## config.mk

```make
export PLATFORM = sky130hd
export DESIGN_NAME = fetch_sequencer_flat
export DESIGN_NICKNAME = d
export VERILOG_FILES = /design/src/rtl/fetch_sequencer_pkg.sv /design/src/rtl/fetch_sequencer_if.sv /design/src/rtl/fetch_sequencer_instr_buf.sv /design/src/rtl/fetch_sequencer.sv /design/src/flat_wrapper.sv
export SDC_FILE = /design/constraint.sdc
export NUM_CORES = 1
export LEC_CHECK = 0
export CELL_PAD_IN_SITES_DETAIL_PLACEMENT = 0
export CELL_PAD_IN_SITES_GLOBAL_PLACEMENT = 2
export CORE_ASPECT_RATIO = 2
export CORE_MARGIN = 2
export CORE_UTILIZATION = 27
export CTS_CLUSTER_SIZE = 20
export DETAILED_ROUTE_END_ITERATION = 8
export GPL_TIMING_DRIVEN = 0
export PLACE_DENSITY_LB_ADDON = 0.15
export SETUP_SLACK_MARGIN = 0.05
export SYNTH_ARGS = -nofsm -noshare
export SYNTH_HDL_FRONTEND = slang
export SYNTH_HIERARCHICAL = 1
export SYNTH_SLANG_ARGS = --single-unit
```

## constraint.sdc

```tcl
create_clock -name clk -period 2.2 [get_ports clk]
set_input_delay 0.22 -clock clk [delete_from_list [all_inputs] [get_ports clk]]
set_output_delay 0.22 -clock clk [all_outputs]
set_load 0.005 [all_outputs]
```

## src/rtl/fetch_sequencer_pkg.sv

```systemverilog
// fetch_pkg: shared types and helpers for the instruction-fetch sequencer.
//   fetch_state_t : sequencer FSM states
//   INSTR_BYTES   : PC increment per fetched instruction
//   is_aligned()  : 4-byte alignment check on the two address LSBs
package fetch_pkg;

    typedef enum logic [1:0] {
        REQ,   // request outstanding
        HOLD,  // buffer full, not fetching
        KILL,  // wrong-path request outstanding, response discarded
        HALT   // misaligned redirect seen, fetch stopped until reset
    } fetch_state_t;

    localparam int unsigned INSTR_BYTES = 4;

    function automatic logic is_aligned(input logic [1:0] lsbs);
        return lsbs == 2'b00;
    endfunction

endpackage

```

## src/rtl/fetch_sequencer_if.sv

```systemverilog
// fetch_sequencer_if: instruction-memory request/response bundle.
//   imem_req   : fetch request (sequencer -> memory)
//   imem_addr  : fetch address, stable while imem_req high and no imem_ack
//   imem_ack   : memory completes current request (memory -> sequencer)
//   imem_rdata : instruction word, valid with imem_ack
// master = sequencer side, slave = memory side.
interface fetch_sequencer_if #(
    parameter int unsigned WIDTH = 32
);
    logic             imem_req;
    logic [WIDTH-1:0] imem_addr;
    logic             imem_ack;
    logic [WIDTH-1:0] imem_rdata;

    modport master (
        output imem_req,
        output imem_addr,
        input  imem_ack,
        input  imem_rdata
    );

    modport slave (
        input  imem_req,
        input  imem_addr,
        output imem_ack,
        output imem_rdata
    );
endinterface

```

## src/rtl/fetch_sequencer_instr_buf.sv

```systemverilog
// instr_buf: one-entry instruction output register for decode.
//   clk, rst         : clock, synchronous active-high reset
//   load             : capture load_instr/load_pc and mark valid
//   drain            : decode accepted the held entry
//   flush            : invalidate the entry (wins over load and drain)
//   valid/instr/pc   : held entry; instr/pc keep their value when invalidated
module instr_buf #(
    parameter int unsigned WIDTH = 32
) (
    input  logic             clk,
    input  logic             rst,
    input  logic             load,
    input  logic             drain,
    input  logic             flush,
    input  logic [WIDTH-1:0] load_instr,
    input  logic [WIDTH-1:0] load_pc,
    output logic             valid,
    output logic [WIDTH-1:0] instr,
    output logic [WIDTH-1:0] pc
);

    always_ff @(posedge clk) begin
        if (rst) begin
            valid <= 1'b0;
            instr <= '0;
            pc    <= '0;
        end else if (flush) begin
            valid <= 1'b0;
        end else if (load) begin
            valid <= 1'b1;
            instr <= load_instr;
            pc    <= load_pc;
        end else if (drain) begin
            valid <= 1'b0;
        end
    end

endmodule

```

## src/rtl/fetch_sequencer.sv

```systemverilog
// fetch_sequencer: instruction-fetch controller owning the program counter.
// Issues one imem request at a time, buffers each returned word for decode,
// and applies execute redirects, discarding wrong-path instructions.
//   clk, rst        : clock, synchronous active-high reset
//   redirect_valid  : taken branch/jump resolved this cycle
//   redirect_target : new fetch address
//   imem            : instruction-memory bundle (master side)
//   instr_valid     : instr/instr_pc hold a valid instruction
//   instr, instr_pc : buffered instruction and its address
//   decode_ready    : decode accepts when instr_valid is also high
//   fetch_fault     : sticky, misaligned redirect received and fetch halted
module fetch_sequencer
    import fetch_pkg::*;
#(
    parameter int unsigned       WIDTH    = 32,
    parameter logic [WIDTH-1:0]  RESET_PC = '0
) (
    input  logic                clk,
    input  logic                rst,
    input  logic                redirect_valid,
    input  logic [WIDTH-1:0]    redirect_target,
    fetch_sequencer_if.master   imem,
    output logic                instr_valid,
    output logic [WIDTH-1:0]    instr,
    output logic [WIDTH-1:0]    instr_pc,
    input  logic                decode_ready,
    output logic                fetch_fault
);

    fetch_state_t     state, state_nxt;
    logic [WIDTH-1:0] addr_q, addr_nxt;
    logic [WIDTH-1:0] pend_q, pend_nxt;
    logic             fault_q, fault_nxt;
    logic             buf_load, buf_flush;
    logic             ack, drain, redir_ok, redir_bad;

    assign imem.imem_req  = !rst && (state == REQ || state == KILL);
    assign imem.imem_addr = addr_q;
    assign fetch_fault    = fault_q;

    assign ack       = imem.imem_ack && imem.imem_req;
    assign drain     = instr_valid && decode_ready;
    assign redir_ok  = redirect_valid &&  is_aligned(redirect_target[1:0]);
    assign redir_bad = redirect_valid && !is_aligned(redirect_target[1:0]);

    always_ff @(posedge clk) begin
        if (rst) begin
            state   <= REQ;
            addr_q  <= RESET_PC;
            pend_q  <= '0;
            fault_q <= 1'b0;
        end else begin
            state   <= state_nxt;
            addr_q  <= addr_nxt;
            pend_q  <= pend_nxt;
            fault_q <= fault_nxt;
        end
    end

    always_comb begin
        state_nxt = state;
        addr_nxt  = addr_q;
        pend_nxt  = pend_q;
        fault_nxt = fault_q;
        buf_load  = 1'b0;
        buf_flush = 1'b0;

        if (state != HALT && redir_bad) begin
            state_nxt = HALT;
            fault_nxt = 1'b1;
            buf_flush = 1'b1;
        end else if (state != HALT && redir_ok) begin
            buf_flush = 1'b1;
            // With no response pending (HOLD) or the response arriving now,
            // the target can be fetched immediately; otherwise park it until
            // the wrong-path response has been swallowed.
            if (state == HOLD || ack) begin
                addr_nxt  = redirect_target;
                state_nxt = REQ;
            end else begin
                pend_nxt  = redirect_target;
                state_nxt = KILL;
            end
        end else begin
            unique case (state)
                REQ: begin
                    if (ack) begin
                        // A word arriving while the buffer is full and not
                        // draining has nowhere to go: drop it, keep addr so
                        // the same instruction is refetched once decode
                        // takes the buffered one.
                        if (!instr_valid || drain) begin
                            buf_load = 1'b1;
                            addr_nxt = addr_q + WIDTH'(INSTR_BYTES);
                        end else begin
                            state_nxt = HOLD;
                        end
                    end
                end
                HOLD: begin
                    if (drain) state_nxt = REQ;
                end
                KILL: begin
                    if (ack) begin
                        addr_nxt  = pend_q;
                        state_nxt = REQ;
                    end
                end
                HALT: begin
                    state_nxt = HALT;
                end
            endcase
        end
    end

    instr_buf #(
        .WIDTH (WIDTH)
    ) u_instr_buf (
        .clk        (clk),
        .rst        (rst),
        .load       (buf_load),
        .drain      (drain),
        .flush      (buf_flush),
        .load_instr (imem.imem_rdata),
        .load_pc    (addr_q),
        .valid      (instr_valid),
        .instr      (instr),
        .pc         (instr_pc)
    );

endmodule

```

## src/flat_wrapper.sv

```systemverilog
// flat-port wrapper written by rule: the top's interface ports become plain ports
module fetch_sequencer_flat import fetch_pkg::*;
#(
    parameter int unsigned       WIDTH    = 32,
    parameter logic [WIDTH-1:0]  RESET_PC = '0
)
  (clk, rst, redirect_valid, redirect_target, instr_valid, instr, instr_pc, decode_ready, fetch_fault, imem_imem_req, imem_imem_addr, imem_imem_ack, imem_imem_rdata);
  fetch_sequencer_if #(.WIDTH(WIDTH)) imem_i ();
  input  logic clk;
  input  logic rst;
  input  logic redirect_valid;
  input  logic [WIDTH-1:0] redirect_target;
  output logic instr_valid;
  output logic [WIDTH-1:0] instr;
  output logic [WIDTH-1:0] instr_pc;
  input  logic decode_ready;
  output logic fetch_fault;
  output wire logic [$bits(imem_i.imem_req)-1:0] imem_imem_req;
  output wire logic [$bits(imem_i.imem_addr)-1:0] imem_imem_addr;
  input wire logic [$bits(imem_i.imem_ack)-1:0] imem_imem_ack;
  input wire logic [$bits(imem_i.imem_rdata)-1:0] imem_imem_rdata;
  assign imem_imem_req = imem_i.imem_req;
  assign imem_imem_addr = imem_i.imem_addr;
  assign imem_i.imem_ack = imem_imem_ack;
  assign imem_i.imem_rdata = imem_imem_rdata;
  fetch_sequencer #(.WIDTH(WIDTH), .RESET_PC(RESET_PC)) u_core (.clk(clk), .rst(rst), .redirect_valid(redirect_valid), .redirect_target(redirect_target), .imem(imem_i), .instr_valid(instr_valid), .instr(instr), .instr_pc(instr_pc), .decode_ready(decode_ready), .fetch_fault(fetch_fault));
endmodule
```

==> report_table.html <==
<table>
<tr><th>Metric</th><th>Value</th></tr>
<tr><th colspan="2">Route</th></tr>
<tr><td>TritonRoute pass-1 iters</td><td>5</td></tr>
<tr><td>WL met3</td><td>slightly above 1 mm</td></tr>
<tr><td>DR WL/cell</td><td>slightly above 20 um</td></tr>
<tr><td>Length of routed met2 wiring</td><td>15.76 mm</td></tr>
<tr><td>DRT met1 WL</td><td>10.63 mm</td></tr>
<tr><td>Routed via count</td><td>roughly 6.7k</td></tr>
<tr><td>DRC violations left</td><td>0</td></tr>
<tr><td>Detailed Route Iter0 Violations</td><td>288</td></tr>
<tr><td>Routed wire length</td><td>between 20 and 30 mm</td></tr>
<tr><td>Routed via count divided by cell count</td><td>a little under 5</td></tr>
<tr><td>Highest routed metal layer</td><td>met4</td></tr>
<tr><td>Antenna Nets Post-Route</td><td>0</td></tr>
<tr><th colspan="2">Critical path</th></tr>
<tr><td>CP required</td><td>2550 ps</td></tr>
<tr><td>Largest fanout on the critical path</td><td>5</td></tr>
<tr><td>CP endpoint kind</td><td>register</td></tr>
<tr><td>Arrival time of the worst setup path</td><td>roughly 2500 ps</td></tr>
<tr><td>Kind of critical path</td><td>reg2reg</td></tr>
<tr><td>Category of the worst setup path launch point</td><td>register</td></tr>
<tr><th colspan="2">Synth</th></tr>
<tr><td>Warning count from the yosys run</td><td>6</td></tr>
<tr><td>Net count after synthesis</td><td>roughly 870</td></tr>
<tr><td>Post-Syn Area per Cell</td><td>~8.8 um^2</td></tr>
<tr><td>Commonest register cell after synthesis</td><td>dfxtp_1</td></tr>
<tr><td>Sequential element share of the synthesized area</td><td>around 37%</td></tr>
<tr><td>Number of enable flip-flop cells after synthesis</td><td>0</td></tr>
<tr><td>Area share of fa/ha/maj cells after synthesis</td><td>less than 1%</td></tr>
<tr><td>Post-synthesis sequential element count</td><td>between 100 and 150</td></tr>
<tr><td>Dominant combinational cell family by area after synthesis</td><td>simple AND/OR/NAND/NOR gates</td></tr>
<tr><td>Total standard cell area after synthesis</td><td>7048 um^2</td></tr>
<tr><td>Post-synthesis compound-gate area fraction</td><td>21.21%</td></tr>
<tr><td>Simple logic cell fraction of the synthesized area</td><td>29.81%</td></tr>
<tr><td>Xor and xnor area share after synthesis</td><td>1.615%</td></tr>
<tr><td>Synth Instances</td><td>~800</td></tr>
<tr><td>Number of distinct library cell variants in the gate-level netlist after synthesis</td><td>57</td></tr>
<tr><td>Share of synthesized registers carrying an async set or reset</td><td>0%</td></tr>
<tr><td>Mux cell area share after synthesis</td><td>1.456%</td></tr>
<tr><th colspan="2">Timing</th></tr>
<tr><td>Unrepaired setup endpoints after global routing</td><td>yes</td></tr>
<tr><td>Final critical-path share of the clock period</td><td>slightly below 100%</td></tr>
<tr><td>Number of setup violations in the final report</td><td>0</td></tr>
<tr><td>Count of endpoints failing hold in the final timing report</td><td>0</td></tr>
<tr><td>Fin. max-slew vios</td><td>0</td></tr>
<tr><td>Max-slew headroom at the worst pin</td><td>a little under half</td></tr>
<tr><td>Post-layout min period</td><td>~2100 ps</td></tr>
<tr><td>Transition time at the pin with the least slew margin</td><td>795.0 ps</td></tr>
<tr><td>Max Clock Freq</td><td>between 400 and 500 MHz</td></tr>
<tr><td>Clock skew after layout</td><td>~8.3 ps</td></tr>
<tr><td>Setup slack of the critical path after layout</td><td>66.32 ps</td></tr>
<tr><th colspan="2">Global route</th></tr>
<tr><td>Global-route wire length before repair</td><td>42.32 mm</td></tr>
<tr><td>Via count of the first global-routing pass</td><td>6,839</td></tr>
<tr><td>Grt ovf</td><td>0</td></tr>
<tr><td>Global router's overall resource usage</td><td>approximately a fifth</td></tr>
<tr><td>Pin count of the biggest net entering global routing</td><td>17</td></tr>
<tr><td>Number of antenna violations at the first check in global routing</td><td>0</td></tr>
<tr><th colspan="2">Die</th></tr>
<tr><td>Die Area</td><td>approximately 27,000 um^2</td></tr>
<tr><td>Initial cell density of the core</td><td>approximately 27%</td></tr>
<tr><td>Cell row count</td><td>83</td></tr>
<tr><td>Die span in x</td><td>around 120 um</td></tr>
<tr><td>Die Y-Extent</td><td>232.5 um</td></tr>
<tr><td>Placeable core region</td><td>approximately 26,000 um^2</td></tr>
<tr><td>Count of boundary I/O pins</td><td>168</td></tr>
<tr><th colspan="2">Finish</th></tr>
<tr><td>Number of inserted filler cells in the final layout</td><td>between 2k and 3k</td></tr>
<tr><td>Share of cells above drive strength 1</td><td>a little over a fifth</td></tr>
<tr><td>Design area</td><td>around 10,000 um^2</td></tr>
<tr><td>Area delta synth-&gt;final</td><td>46.12%</td></tr>
<tr><td>Share of the core filled with cells</td><td>around 40%</td></tr>
<tr><td>Diodes inserted</td><td>0</td></tr>
<tr><td>Commonest cells after routing, fill and taps aside</td><td>165 x clkdlybuf4s50_1, 121 x dfxtp_1, 89 x nand2_1</td></tr>
<tr><td>Nets</td><td>about 1.1k</td></tr>
<tr><td>Commonest non-fill, non-tap cell in the layout</td><td>clkdlybuf4s50_1</td></tr>
<tr><th colspan="2">Placed design</th></tr>
<tr><td>HPWL after detailed placement</td><td>~21 mm</td></tr>
<tr><td>I/O Buffers</td><td>approximately 170</td></tr>
<tr><td>Routability Congestion</td><td>between 0.8 and 0.9</td></tr>
<tr><td>Worst-case setup slack after placement</td><td>-615.9 ps</td></tr>
<tr><td>Instance area after placement</td><td>roughly 9000 um^2</td></tr>
<tr><th colspan="2">Run status</th></tr>
<tr><td>Status</td><td>finished, final reports clean</td></tr>
<tr><th colspan="2">Pwr</th></tr>
<tr><td>Power per unit of standard cell area</td><td>677.8 nW/um^2</td></tr>
<tr><td>Leakage</td><td>roughly 3.6 nW</td></tr>
<tr><td>Maximum resistive drop on vdd</td><td>between 0.4 and 0.5 mV</td></tr>
<tr><th colspan="2">CTS</th></tr>
<tr><td>Clock buffer count from CTS</td><td>17</td></tr>
<tr><td>CTS Hold Buffers Added</td><td>0</td></tr>
<tr><td>Clock latency reported for the late side of the worst-skew pair</td><td>450 ps</td></tr>
<tr><td>CTS H-tree lvls</td><td>4</td></tr>
<tr><td>TritonCTS clock tree</td><td>done</td></tr>
<tr><td>Clk slew on worst S/H paths</td><td>roughly 60 ps</td></tr>
<tr><td>Root buffer cell</td><td>clkbuf_16</td></tr>
<tr><td>Maximum buffer depth of the clock tree</td><td>2</td></tr>
<tr><td>Sink Count</td><td>132</td></tr>
<tr><th colspan="2">Hold path</th></tr>
<tr><td>Worst min-delay path class</td><td>in2reg</td></tr>
<tr><th colspan="2">Job</th></tr>
<tr><td>Maximum Capacitance Violations</td><td>0</td></tr>
</table>
==> report_power, final <==
group / internal (mW) / total (mW) / switching (mW)
logic: 0.577 / 1.17 / 0.593
registers: 2.47 / 2.58 / 0.114
clock network: 2.06 / 3.23 / 1.16
total: 5.11 / 6.98 / 1.87
==> metal layers <==
layer / up-vias / global-route usage (%)
met2: 174 / 40.52
met1: 3224 / 21.32
met4: 0 / 6.664
met3: 24 / 4.216
met5: - / 0
li1: 3282 / -
==> repair_timing <==
| action | 4_1_cts | 5_1_grt |
|---|---|---|
| pin swaps | 15 | 16 |
| gates cloned | 1 | 0 |
| resized for setup | 62 | 43 |
| endpoints found under the hold margin | 0 | 0 |
| endpoints found under the setup margin | 126 | 61 |
| setup buffers | 12 | 5 |
==> logic make-up after synthesis <==
kind of cell | Yosys count
AOI/OAI and AO/OA | 217
buffers and inverters | 93
muxes | 10
and+or+nand+nor | 329
xor gates and xnor gates | 13
DFF | 132
adders and majority gates | 5
==> final timing paths <==
kind	start	to	slack (ps)	cells after the start
worst max-delay path	u_core/state[0]$_SDFFE_PP0P_	u_core/imem.imem_addr[4]$_SDFFE_PP0P_	70	8
worst min-delay path	rst	u_core/u_instr_buf/instr[29]$_SDFFE_PP0P_	220	3
worst max register to register	u_core/state[0]$_SDFFE_PP0P_	u_core/imem.imem_addr[4]$_SDFFE_PP0P_	70	8
worst min register to register	u_core/fetch_fault$_SDFFE_PP0P_	u_core/fetch_fault$_SDFFE_PP0P_	450	2
==> worst max-delay path, stage by stage (launching register included) <==
cell	delay, ps
dfxtp_4	360
ha_4	170
or4b_4	540
buf_8	170
o22ai_4	260
buf_12	170
buf_8	110
nor2_4	30
a311oi_2	230
==> stage by stage <==
step | cells | setup TNS [ps] | hold slack (ps) | total power [mW]
floorplan | 799 | 0 | 356.0 | 3.155
CTS | 1349 | 0 | 191.7 | 7.041
global placement | 1305 | -34110 | 437.7 | 3.665
finish | 1353 | 0 | 219.4 | 6.980
detailed placement | 1305 | -35110 | 444.6 | 3.665
global route | 1353 | -11.29 | 227.6 | 7.280
==> synth_stat cells, types with 3 or more instances <==
library cell / n / area share [%]
a211oi_1: 16 / 1.7
a21oi_1: 75 / 5.3
a31oi_1: 6 / 0.53
and2_1: 3 / 0.27
and3_1: 9 / 0.80
and4_1: 7 / 0.87
buf_1: 4 / 0.21
buf_12: 6 / 1.7
buf_2: 28 / 2.0
buf_4: 3 / 0.32
buf_6: 5 / 0.80
clkbuf_1: 29 / 1.5
dfxtp_1: 132 / 37
ha_1: 5 / 0.89
inv_1: 18 / 0.96
mux2i_1: 8 / 1.1
nand2_1: 91 / 4.8
nand2b_1: 67 / 5.9
nand3_1: 12 / 0.85
nand4_1: 13 / 1.2
nand4bb_1: 64 / 10
nor2_1: 36 / 1.9
nor2b_1: 6 / 0.53
nor3_1: 8 / 0.57
nor4_1: 4 / 0.35
o211ai_1: 4 / 0.43
o21ai_0: 22 / 1.6
o21ai_1: 4 / 0.28
o21ai_2: 60 / 7.5
o221ai_1: 3 / 0.37
o31a_1: 5 / 0.62
o32ai_1: 3 / 0.37
xnor2_1: 9 / 1.1
xor2_1: 4 / 0.50
==> sequential cells by signal, indices dropped and copies added, names as in the netlist <==
name	cells
u_core/fetch_fault	1
u_core/imem.imem_addr	32
u_core/pend_q	32
u_core/state	2
u_core/u_instr_buf/instr	32
u_core/u_instr_buf/pc	32
u_core/u_instr_buf/valid	1
==> area by class of cell <==
class | count | area (um^2) | share of cell area, %
inverter | 18 | 67.56 | 0.6561
sequential | 132 | 2661 | 25.84
tap | 340 | 425.4 | 4.131
buffer | 73 | 538.0 | 5.224
multi-input combinational | 574 | 4080 | 39.62
timing repair buffer | 184 | 1868 | 18.14
clock buffer | 19 | 452.9 | 4.398
clock inverter | 13 | 205.2 | 1.992
No activity file was read; power rests on OpenSTA's default activity.
